### config.mk
export PLATFORM = sky130hd
export DESIGN_NAME = iob_bus_arbiter_flat
export DESIGN_NICKNAME = d
export VERILOG_FILES = /design/src/rtl/iob_bus_arbiter_if.sv /design/src/rtl/iob_bus_arbiter.sv /design/src/flat_wrapper.sv
export SDC_FILE = /design/constraint.sdc
export NUM_CORES = 1
export LEC_CHECK = 0
export CAP_MARGIN = 10
export CORE_AREA = 3 3 120 122
export CTS_BUF_LIST = sky130_fd_sc_hd__clkbuf_8
export CTS_CLUSTER_SIZE = 12
export DETAILED_ROUTE_END_ITERATION = 8
export DIE_AREA = 0 0 123 125
export SYNTH_ARGS = -nofsm -noshare
export SYNTH_HDL_FRONTEND = slang
export SYNTH_SLANG_ARGS = --single-unit
### constraint.sdc
create_clock -name clk_i -period 1.63 [get_ports clk_i]
set_clock_uncertainty 0.1 [all_clocks]
set_input_delay 0.2445 -clock clk_i [delete_from_list [all_inputs] [get_ports clk_i]]
set_output_delay 0.2445 -clock clk_i [all_outputs]
set_load 0.1 [all_outputs]
### src/rtl/iob_bus_arbiter_if.sv
// Single IOb-style native bus port: request from the master side, response from the slave side.
// The arbiter takes two of these as master-facing ports and one as its slave-facing port.
interface iob_bus_arbiter_if #(
    parameter int ADDR_W = 32,
    parameter int DATA_W = 32
);
    logic                  avalid;
    logic [ADDR_W-1:0]     addr;
    logic [DATA_W-1:0]     wdata;
    logic [DATA_W/8-1:0]   wstrb;
    logic [DATA_W-1:0]     rdata;
    logic                  rvalid;
    logic                  ready;

    modport master (
        output avalid, addr, wdata, wstrb,
        input  rdata, rvalid, ready
    );

    modport slave (
        input  avalid, addr, wdata, wstrb,
        output rdata, rvalid, ready
    );
endinterface

### src/rtl/iob_bus_arbiter.sv
// Two-master to one-slave IOb arbiter with round-robin or fixed priority.
// Reads hold the bus until the slave returns rvalid; writes complete on acceptance.
module iob_bus_arbiter #(
    parameter int ADDR_W     = 32,
    parameter int DATA_W     = 32,
    parameter int FIXED_PRIO = 0
) (
    input  logic clk_i,
    input  logic rst_i,
    input  logic cke_i,
    iob_bus_arbiter_if.slave  m0,
    iob_bus_arbiter_if.slave  m1,
    iob_bus_arbiter_if.master s
);
    localparam int STRB_W = DATA_W / 8;

    typedef enum logic {
        ST_IDLE    = 1'b0,
        ST_RD_WAIT = 1'b1
    } state_t;

    state_t state_q, state_d;
    logic   owner_q, owner_d;
    logic   last_grant_q, last_grant_d;

    logic [1:0]        req_avalid;
    logic [ADDR_W-1:0] req_addr  [2];
    logic [DATA_W-1:0] req_wdata [2];
    logic [STRB_W-1:0] req_wstrb [2];

    logic       sel_valid;
    logic       sel_idx;
    logic       accept;
    logic       accept_read;
    logic [1:0] ready_vec;
    logic [1:0] rvalid_vec;

    assign req_avalid[0] = m0.avalid;
    assign req_avalid[1] = m1.avalid;
    assign req_addr[0]   = m0.addr;
    assign req_addr[1]   = m1.addr;
    assign req_wdata[0]  = m0.wdata;
    assign req_wdata[1]  = m1.wdata;
    assign req_wstrb[0]  = m0.wstrb;
    assign req_wstrb[1]  = m1.wstrb;

    // Selection only happens in IDLE; on a tie round-robin favours the master not granted last.
    always_comb begin
        sel_valid = 1'b0;
        sel_idx   = 1'b0;
        if (state_q == ST_IDLE) begin
            case (req_avalid)
                2'b01: begin
                    sel_valid = 1'b1;
                    sel_idx   = 1'b0;
                end
                2'b10: begin
                    sel_valid = 1'b1;
                    sel_idx   = 1'b1;
                end
                2'b11: begin
                    sel_valid = 1'b1;
                    sel_idx   = (FIXED_PRIO != 0) ? 1'b0 : ~last_grant_q;
                end
                default: begin
                    sel_valid = 1'b0;
                    sel_idx   = 1'b0;
                end
            endcase
        end
    end

    assign accept      = sel_valid & s.ready;
    assign accept_read = accept & (req_wstrb[sel_idx] == '0);

    always_ff @(posedge clk_i) begin
        if (rst_i) begin
            state_q      <= ST_IDLE;
            owner_q      <= 1'b0;
            last_grant_q <= 1'b1;
        end else begin
            state_q      <= state_d;
            owner_q      <= owner_d;
            last_grant_q <= last_grant_d;
        end
    end

    always_comb begin
        state_d      = state_q;
        owner_d      = owner_q;
        last_grant_d = last_grant_q;
        if (cke_i) begin
            case (state_q)
                ST_IDLE: begin
                    if (accept) begin
                        last_grant_d = sel_idx;
                        if (accept_read) begin
                            owner_d = sel_idx;
                            state_d = ST_RD_WAIT;
                        end
                    end
                end
                ST_RD_WAIT: begin
                    if (s.rvalid) begin
                        state_d = ST_IDLE;
                    end
                end
                default: state_d = ST_IDLE;
            endcase
        end
    end

    always_comb begin
        s.avalid = sel_valid;
        s.addr   = sel_valid ? req_addr[sel_idx]  : '0;
        s.wdata  = sel_valid ? req_wdata[sel_idx] : '0;
        s.wstrb  = sel_valid ? req_wstrb[sel_idx] : '0;
    end

    // Ready follows the slave only for the selected master; rvalid only reaches the read owner.
    for (genvar gi = 0; gi < 2; gi++) begin : g_master_resp
        assign ready_vec[gi]  = sel_valid & (sel_idx == 1'(gi)) & s.ready;
        assign rvalid_vec[gi] = (state_q == ST_RD_WAIT) & (owner_q == 1'(gi)) & s.rvalid;
    end

    assign m0.ready  = ready_vec[0];
    assign m1.ready  = ready_vec[1];
    assign m0.rvalid = rvalid_vec[0];
    assign m1.rvalid = rvalid_vec[1];
    assign m0.rdata  = s.rdata;
    assign m1.rdata  = s.rdata;

endmodule

### src/flat_wrapper.sv
// flat-port wrapper written by rule: the top's interface ports become plain ports
module iob_bus_arbiter_flat 
#(
    parameter int ADDR_W     = 32,
    parameter int DATA_W     = 32,
    parameter int FIXED_PRIO = 0
)
  (clk_i, rst_i, cke_i, m0_avalid, m0_addr, m0_wdata, m0_wstrb, m0_rdata, m0_rvalid, m0_ready, m1_avalid, m1_addr, m1_wdata, m1_wstrb, m1_rdata, m1_rvalid, m1_ready, s_avalid, s_addr, s_wdata, s_wstrb, s_rdata, s_rvalid, s_ready);
  iob_bus_arbiter_if #(.ADDR_W(ADDR_W), .DATA_W(DATA_W)) m0_i ();
  iob_bus_arbiter_if #(.ADDR_W(ADDR_W), .DATA_W(DATA_W)) m1_i ();
  iob_bus_arbiter_if #(.ADDR_W(ADDR_W), .DATA_W(DATA_W)) s_i ();
  input  logic clk_i;
  input  logic rst_i;
  input  logic cke_i;
  input wire logic [$bits(m0_i.avalid)-1:0] m0_avalid;
  input wire logic [$bits(m0_i.addr)-1:0] m0_addr;
  input wire logic [$bits(m0_i.wdata)-1:0] m0_wdata;
  input wire logic [$bits(m0_i.wstrb)-1:0] m0_wstrb;
  output wire logic [$bits(m0_i.rdata)-1:0] m0_rdata;
  output wire logic [$bits(m0_i.rvalid)-1:0] m0_rvalid;
  output wire logic [$bits(m0_i.ready)-1:0] m0_ready;
  input wire logic [$bits(m1_i.avalid)-1:0] m1_avalid;
  input wire logic [$bits(m1_i.addr)-1:0] m1_addr;
  input wire logic [$bits(m1_i.wdata)-1:0] m1_wdata;
  input wire logic [$bits(m1_i.wstrb)-1:0] m1_wstrb;
  output wire logic [$bits(m1_i.rdata)-1:0] m1_rdata;
  output wire logic [$bits(m1_i.rvalid)-1:0] m1_rvalid;
  output wire logic [$bits(m1_i.ready)-1:0] m1_ready;
  output wire logic [$bits(s_i.avalid)-1:0] s_avalid;
  output wire logic [$bits(s_i.addr)-1:0] s_addr;
  output wire logic [$bits(s_i.wdata)-1:0] s_wdata;
  output wire logic [$bits(s_i.wstrb)-1:0] s_wstrb;
  input wire logic [$bits(s_i.rdata)-1:0] s_rdata;
  input wire logic [$bits(s_i.rvalid)-1:0] s_rvalid;
  input wire logic [$bits(s_i.ready)-1:0] s_ready;
  assign m0_i.avalid = m0_avalid;
  assign m0_i.addr = m0_addr;
  assign m0_i.wdata = m0_wdata;
  assign m0_i.wstrb = m0_wstrb;
  assign m0_rdata = m0_i.rdata;
  assign m0_rvalid = m0_i.rvalid;
  assign m0_ready = m0_i.ready;
  assign m1_i.avalid = m1_avalid;
  assign m1_i.addr = m1_addr;
  assign m1_i.wdata = m1_wdata;
  assign m1_i.wstrb = m1_wstrb;
  assign m1_rdata = m1_i.rdata;
  assign m1_rvalid = m1_i.rvalid;
  assign m1_ready = m1_i.ready;
  assign s_avalid = s_i.avalid;
  assign s_addr = s_i.addr;
  assign s_wdata = s_i.wdata;
  assign s_wstrb = s_i.wstrb;
  assign s_i.rdata = s_rdata;
  assign s_i.rvalid = s_rvalid;
  assign s_i.ready = s_ready;
  iob_bus_arbiter #(.ADDR_W(ADDR_W), .DATA_W(DATA_W), .FIXED_PRIO(FIXED_PRIO)) u_core (.clk_i(clk_i), .rst_i(rst_i), .cke_i(cke_i), .m0(m0_i), .m1(m1_i), .s(s_i));
endmodule
==> results.json, run 1 <==
{
  "slew_violations": 0,
  "grt_max_degree": 33,
  "ant_nets": 0,
  "netlist_area_um2": 1400,
  "status": "finished with violations",
  "initial_core_util": 0.105,
  "wire_per_inst_um": 19.7,
  "final_hold_viol_count": 0,
  "cts_buffers": 3,
  "yosysSeqAreaShare": 0.0429,
  "cts_sinks": 3,
  "cts_tree": "yes",
  "grt_pass1_vias": 2476,
  "setup_violations": 73,
  "ys_ff_latch": 3,
  "finalPower_w": 0.00365,
  "drtIter0Drc": 35,
  "drive_above_1_share": 0.559,
  "critPathRequiredTime_ps": 1290,
  "syn_inst": 182,
  "critPathArrivalTime_ps": 1690,
  "postRouteWirelength_um": 10600,
  "path_clk_slew_ps": 30,
  "leakage_nw": 2.22,
  "worstSetupEndpointType": "output port",
  "setup_tns_ps": -23900,
  "power_density_nw_per_um2": 694,
  "setup.worst_path.class": "flop to output port",
  "dp_cells": 513,
  "ir_drop_uv": 427,
  "hpwlAfterDp_um": 7780,
  "ioPinCount": 312,
  "finalCritPeriodShare": 1.25,
  "dieWidth_um": 123,
  "rsz0062_at_grt": "true",
  "clockRootBuffer": "clkbuf_8",
  "n_antenna_cell": 0,
  "fin_nets": 539,
  "cp_max_fo": 8,
  "grt_first_pass_wirelength_um": 14700,
  "dieArea_um2": 15400,
  "gp_congestion": 0.744,
  "grt-ovfl-total": 0,
  "port_buffers": 215,
  "worstMarginPinSlew_ps": 252,
  "cts_max_path_buffers": 2,
  "antenna_found_initial": 0,
  "worstSetupStartpointType": "flop",
  "violations": "setup timing",
  "fin_cells": 539,
  "drv_cap": 0,
  "clock_latency_ps": 220,
  "synthDistinctLibCells": 22,
  "dr_total_vias": 2169,
  "hp-class": "flop to flop",
  "maxSlewHeadroom": 0.831,
  "fp.dieH_um": 125,
  "vias_per_cell": 4.02,
  "syn_nets": 357,
  "drcViolationCount": 0,
  "yosys_warnings": 0,
  "fill_cells": 1256,
  "core-area_um2": 13300,
  "grt_usage": 0.124,
  "first_pass_iters": 4,
  "fmax_mhz": 492,
  "area_delta_synth_final_pct": 275,
  "worst_slack_ps": -403,
  "min_period_ps": 2030,
  "rows": 42,
  "syn_avg_cell_area_um2": 7.69,
  "htreeDepth": 1
}
-- placed cells by master (no fill, tap or decap), types with 2 or more instances in the layout --
cell / n
a21oi_1: 2
clkdlybuf4s50_1: 140
nand2_2: 2
clkbuf_16: 2
buf_4: 17
nor2_4: 2
and3_4: 2
a21oi_4: 2
a22o_4: 64
dlygate4sd2_1: 2
buf_16: 6
nand2_1: 4
clkbuf_8: 3
buf_12: 78
buf_6: 9
nor2_2: 2
nand2_4: 3
nor2_1: 4
-- report_power, final --
| part | leakage [nW] | switching [W] | internal (W) |
|---|---|---|---|
| Sequential | 0.0248 | 0.00000197 | 0.0000750 |
| Clock | 0.0269 | 0.0000516 | 0.000161 |
| Combinational | 2.17 | 0.00187 | 0.00149 |
| Total | 2.22 | 0.00193 | 0.00172 |
-- cell type report --
class	instances	area, µm²	area share
Timing Repair Buffer	256	3470	0.661
Tap cell	176	220	0.0419
Clock inverter	1	3.75	0.000715
Inverter	1	16.3	0.00310
Clock buffer	3	41.3	0.00786
Sequential cell	3	65.1	0.0124
Multi-Input combinational cell	99	1430	0.273
-- per-stage QoR --
| stage | area, µm² | hold WS [ps] | utilization | setup slack (ps) |
|---|---|---|---|---|
| after CTS | 5160 | 367 | 0.388 | -396 |
| after global routing | 5250 | 385 | 0.395 | -456 |
| after global placement | 4590 | 379 | 0.345 | -545 |
| after floorplan | 1880 | 206 | - | -337 |
| after detailed placement | 4590 | 385 | 0.345 | -564 |
| final | 5250 | 374 | 0.395 | -403 |
-- layer usage --
layer / vias to the layer above / track usage / routed length [µm]
met5: - / 0 / 0
met4: 0 / 0.0326 / 299
met3: 36 / 0.0352 / 1130
met2: 144 / 0.252 / 5970
met1: 1003 / 0.119 / 3240
li1: 986 / - / -
-- Yosys cell counts --
cell,instances,share of area
a211o_1,1,0.0063
a211oi_1,1,0.0054
a21oi_1,4,0.014
a22o_1,64,0.40
and2_4,1,0.0063
and3_1,3,0.013
buf_2,11,0.039
buf_4,64,0.34
buf_6,2,0.016
clkbuf_1,2,0.0054
clkinv_2,1,0.0036
dfxtp_1,3,0.043
mux2_1,1,0.0080
mux2i_1,2,0.014
nand2_1,9,0.024
nand3_2,1,0.0071
nand4bb_1,1,0.0080
nor2_1,7,0.019
nor2_4,1,0.0080
nor2b_1,1,0.0045
nor2b_2,1,0.0063
or2_1,1,0.0045
-- worst max-delay path: stages, from the launching register on --
cell and delay, ps:
dfxtp_4 350, nor2b_4 120, and2_4 170, nor2_4 40
buf_6 120, buf_12 130, buf_16 140, a22o_4 230
buf_12 160
-- worst paths after layout --
path                                           from             endpoint  slack [ps]  cells past startpoint
worst max-delay path                 u_core.state_q           s_addr[16]        -400                      8
worst min-delay path            u_core.last_grant_q  u_core.last_grant_q         370                      1
worst max register to register       u_core.state_q       u_core.owner_q        -310                      7
worst min register to register  u_core.last_grant_q  u_core.last_grant_q         370                      1
-- flip-flops by register name (all words and copies together) (netlist names) --
| signal | count |
|---|---|
| u_core.owner_q | 1 |
| u_core.last_grant_q | 1 |
| u_core.state_q | 1 |
-- logic make-up after synthesis --
family,count (synthesis),synth area share
and+or+nand+nor,26,0.101
buffers and inverters,80,0.408
muxes,3,0.0223
DFF,3,0.0429
AOI/OAI and AO/OA,70,0.426
-- repair_timing --
item	in CTS	in global routing
gates resized for setup	48	13
pin swaps	7	8
setup buffers	12	3
setup endpoints to repair	74	74
hold buffers	0	0
cloned	7	3
(Power assumes the default switching activity.)
==> run 2: changes to the inputs <==
--- a/config.mk
+++ b/config.mk
@@ -11,6 +11,7 @@
 export CTS_CLUSTER_SIZE = 12
 export DETAILED_ROUTE_END_ITERATION = 8
 export DIE_AREA = 0 0 123 125
+export GPL_TIMING_DRIVEN = 0
 export SYNTH_ARGS = -nofsm -noshare
 export SYNTH_HDL_FRONTEND = slang
 export SYNTH_SLANG_ARGS = --single-unit
==> run 2 against run 1 <==
Net effect: the run still ends with setup timing left; total power up 23%; die area is the same; worst hold slack better by 29 ps; critical path type unchanged; via count is 22% higher; largest cell class unchanged; first-iteration DRC count increased by 46%.
==> results.json, run 2 (synthesized netlist as in run 1, its figures left out) <==
{
  "worstSetupEndpointType": "output port",
  "max_stage_delay_ps": 340,
  "grt_usage": 0.129,
  "grt_max_degree": 11,
  "slowest_stage": "dfxtp_4",
  "leakage_nw": 2.89,
  "place_ws_ps": -1970,
  "internal_power_w": 0.00192,
  "fin_cells": 668,
  "cp_common_cell": "buf_12",
  "finalCritPeriodShare": 1.31,
  "drv_cap": 0,
  "initial_core_util": 0.105,
  "min_path_cells": 1,
  "first_pass_iters": 4,
  "reg2reg_setup_slack_ps": -330,
  "grt_first_pass_wirelength_um": 15900,
  "power.switching_w": 0.00258,
  "reg_top3": "u_core.last_grant_q: 1 flops, u_core.owner_q: 1 flops, u_core.state_q: 1 flops",
  "rr_endpoint": "u_core.owner_q",
  "cts_tree": "yes",
  "violations": "setup timing",
  "cp_num_buf_inv": 5,
  "dr_total_vias": 2641,
  "startpoint": "u_core.state_q",
  "fill_cells": 1179,
  "switching_share": 0.573,
  "rows": 42,
  "worstPathCellList": "nor2b_4 -> and2_4 -> nor2_4 -> buf_6 -> buf_12 -> buf_12 -> buf_12 -> a22o_4 -> buf_12",
  "hold_end": "u_core.last_grant_q",
  "cp.depth": 9,
  "setup_violations": 72,
  "cts_sinks": 3,
  "htreeDepth": 1,
  "grt_pass1_vias": 2931,
  "fin_nets": 668,
  "dieArea_um2": 15400,
  "crit_family": "buffers and inverters",
  "hp-start": "u_core.last_grant_q",
  "pwr-share-seq": 0.017,
  "slew_violations": 0,
  "fmax_mhz": 467,
  "cp_max_fo": 5,
  "n_antenna_cell": 0,
  "final_hold_viol_count": 0,
  "drcViolationCount": 0,
  "critPathRequiredTime_ps": 1290,
  "hp-class": "flop to flop",
  "grt-ovfl-total": 0,
  "critPathArrivalTime_ps": 1790,
  "hpwlAfterDp_um": 8660,
  "area_delta_synth_final_pct": 353,
  "clockRootBuffer": "clkbuf_8",
  "ir_drop_uv": 419,
  "rsz0062_at_grt": "true",
  "finalPower_w": 0.00450,
  "postRouteWirelength_um": 11200,
  "rr_worst_depth": 8,
  "layout_commonest_cell": "clkdlybuf4s50_1",
  "timing.hold.ws_ps": 403,
  "setup.worst_path.class": "flop to output port",
  "vias_per_cell": 3.95,
  "timing.rr.start": "u_core.state_q",
  "antenna_found_initial": 0,
  "min_period_ps": 2140,
  "fp.dieH_um": 125,
  "gp_congestion": 0.690,
  "dpl-instance-area_um2": 4890,
  "drive_above_1_share": 0.547,
  "cts_buffers": 3,
  "mostFrequentLayoutCells": "clkdlybuf4s50_1 (140), buf_12 (82), buf_4 (75), dlygate4sd2_1 (64), a22o_4 (61)",
  "status": "finished with violations",
  "maxSlewHeadroom": 0.352,
  "worstMarginPinSlew_ps": 976,
  "power_density_nw_per_um2": 709,
  "dieWidth_um": 123,
  "ant_nets": 0,
  "worstSetupStartpointType": "flop",
  "core-area_um2": 13300,
  "dp_cells": 637,
  "worst_slack_ps": -509,
  "hold_buffers": 0,
  "path_clk_slew_ps": 30,
  "p_clk_frac": 0.046,
  "cts_max_path_buffers": 2,
  "pwr-share-comb": 0.937,
  "drtIter0Drc": 51,
  "clock_latency_ps": 210,
  "wire_per_inst_um": 16.8,
  "postLayoutCellArea_um2": 6340,
  "ioPinCount": 312,
  "port_buffers": 279
}
## run 2: changes by cell type in the layout (fill, tap and decap cells not counted), moves of 3 or more
cell,before,now
buf_12,78,82
a22o_4,64,61
a22o_2,0,3
buf_16,6,3
dlygate4sd2_1,2,64
buf_8,1,6
buf_4,17,75
## run 2: final cells by class
type / count / area, µm² / share of cell area
buffer: 77 / 681 / 0.107
clock buffer: 3 / 41.3 / 0.00651
clock inverter: 1 / 3.75 / 0.000592
inverter: 1 / 16.3 / 0.00256
multi-input combinational: 99 / 1440 / 0.227
sequential: 3 / 65.1 / 0.0103
tap: 176 / 220 / 0.0347
timing repair buffer: 308 / 3880 / 0.611
## run 2: what timing repair did
item | 4_1_cts | 5_1_grt
pin swaps | 6 | 9
setup endpoints to repair | 139 | 73
resized for setup | 780 | 26
setup buffers | 17 | 6
cloned | 4 | 3
## run 2: worst max-delay path by stage
stage                       endpoint  slack [ps]
final                     s_addr[19]        -510
after global routing      s_addr[19]        -550
after CTS                 s_addr[19]        -520
after detailed placement  s_wdata[9]       -1970
after global placement    s_wdata[9]       -1950
after floorplan           s_wstrb[0]        -340
## run 2: worst register-to-register path: cells and delay by family (launching register included)
kind	cells	cell delay, ps
buffers and inverters	3	380
DFF	1	340
muxes	2	580
and+or+nand+nor	3	450
## run 2: power groups by stage
stage	combinational [W]	sequential, W	clock, W
2_1_floorplan	0.00252	0.0000781	0
3_3_place_gp	0.00343	0.0000785	0
3_5_place_dp	0.00344	0.0000787	0
4_1_cts	0.00414	0.0000768	0.000211
5_1_grt	0.00433	0.0000775	0.000218
6_report	0.00421	0.0000774	0.000208
## run 2: routing by layer
layer | wire, µm | up-vias | track usage | share of wire
li1 | - | 1245 | - | -
met1 | 3370 | 1207 | 0.122 | 0.30
met2 | 6390 | 181 | 0.268 | 0.57
met3 | 1310 | 8 | 0.0407 | 0.12
met4 | 129 | 0 | 0.0163 | 0.012
met5 | 0 | - | 0 | 0
## run 2: per-stage QoR
stage	setup TNS (ps)	util
3_5_place_dp	-140140	0.368
6_report	-29790	0.477
5_1_grt	-33310	0.477
3_3_place_gp	-138310	0.368
4_1_cts	-30270	0.461
2_1_floorplan	-13030	-
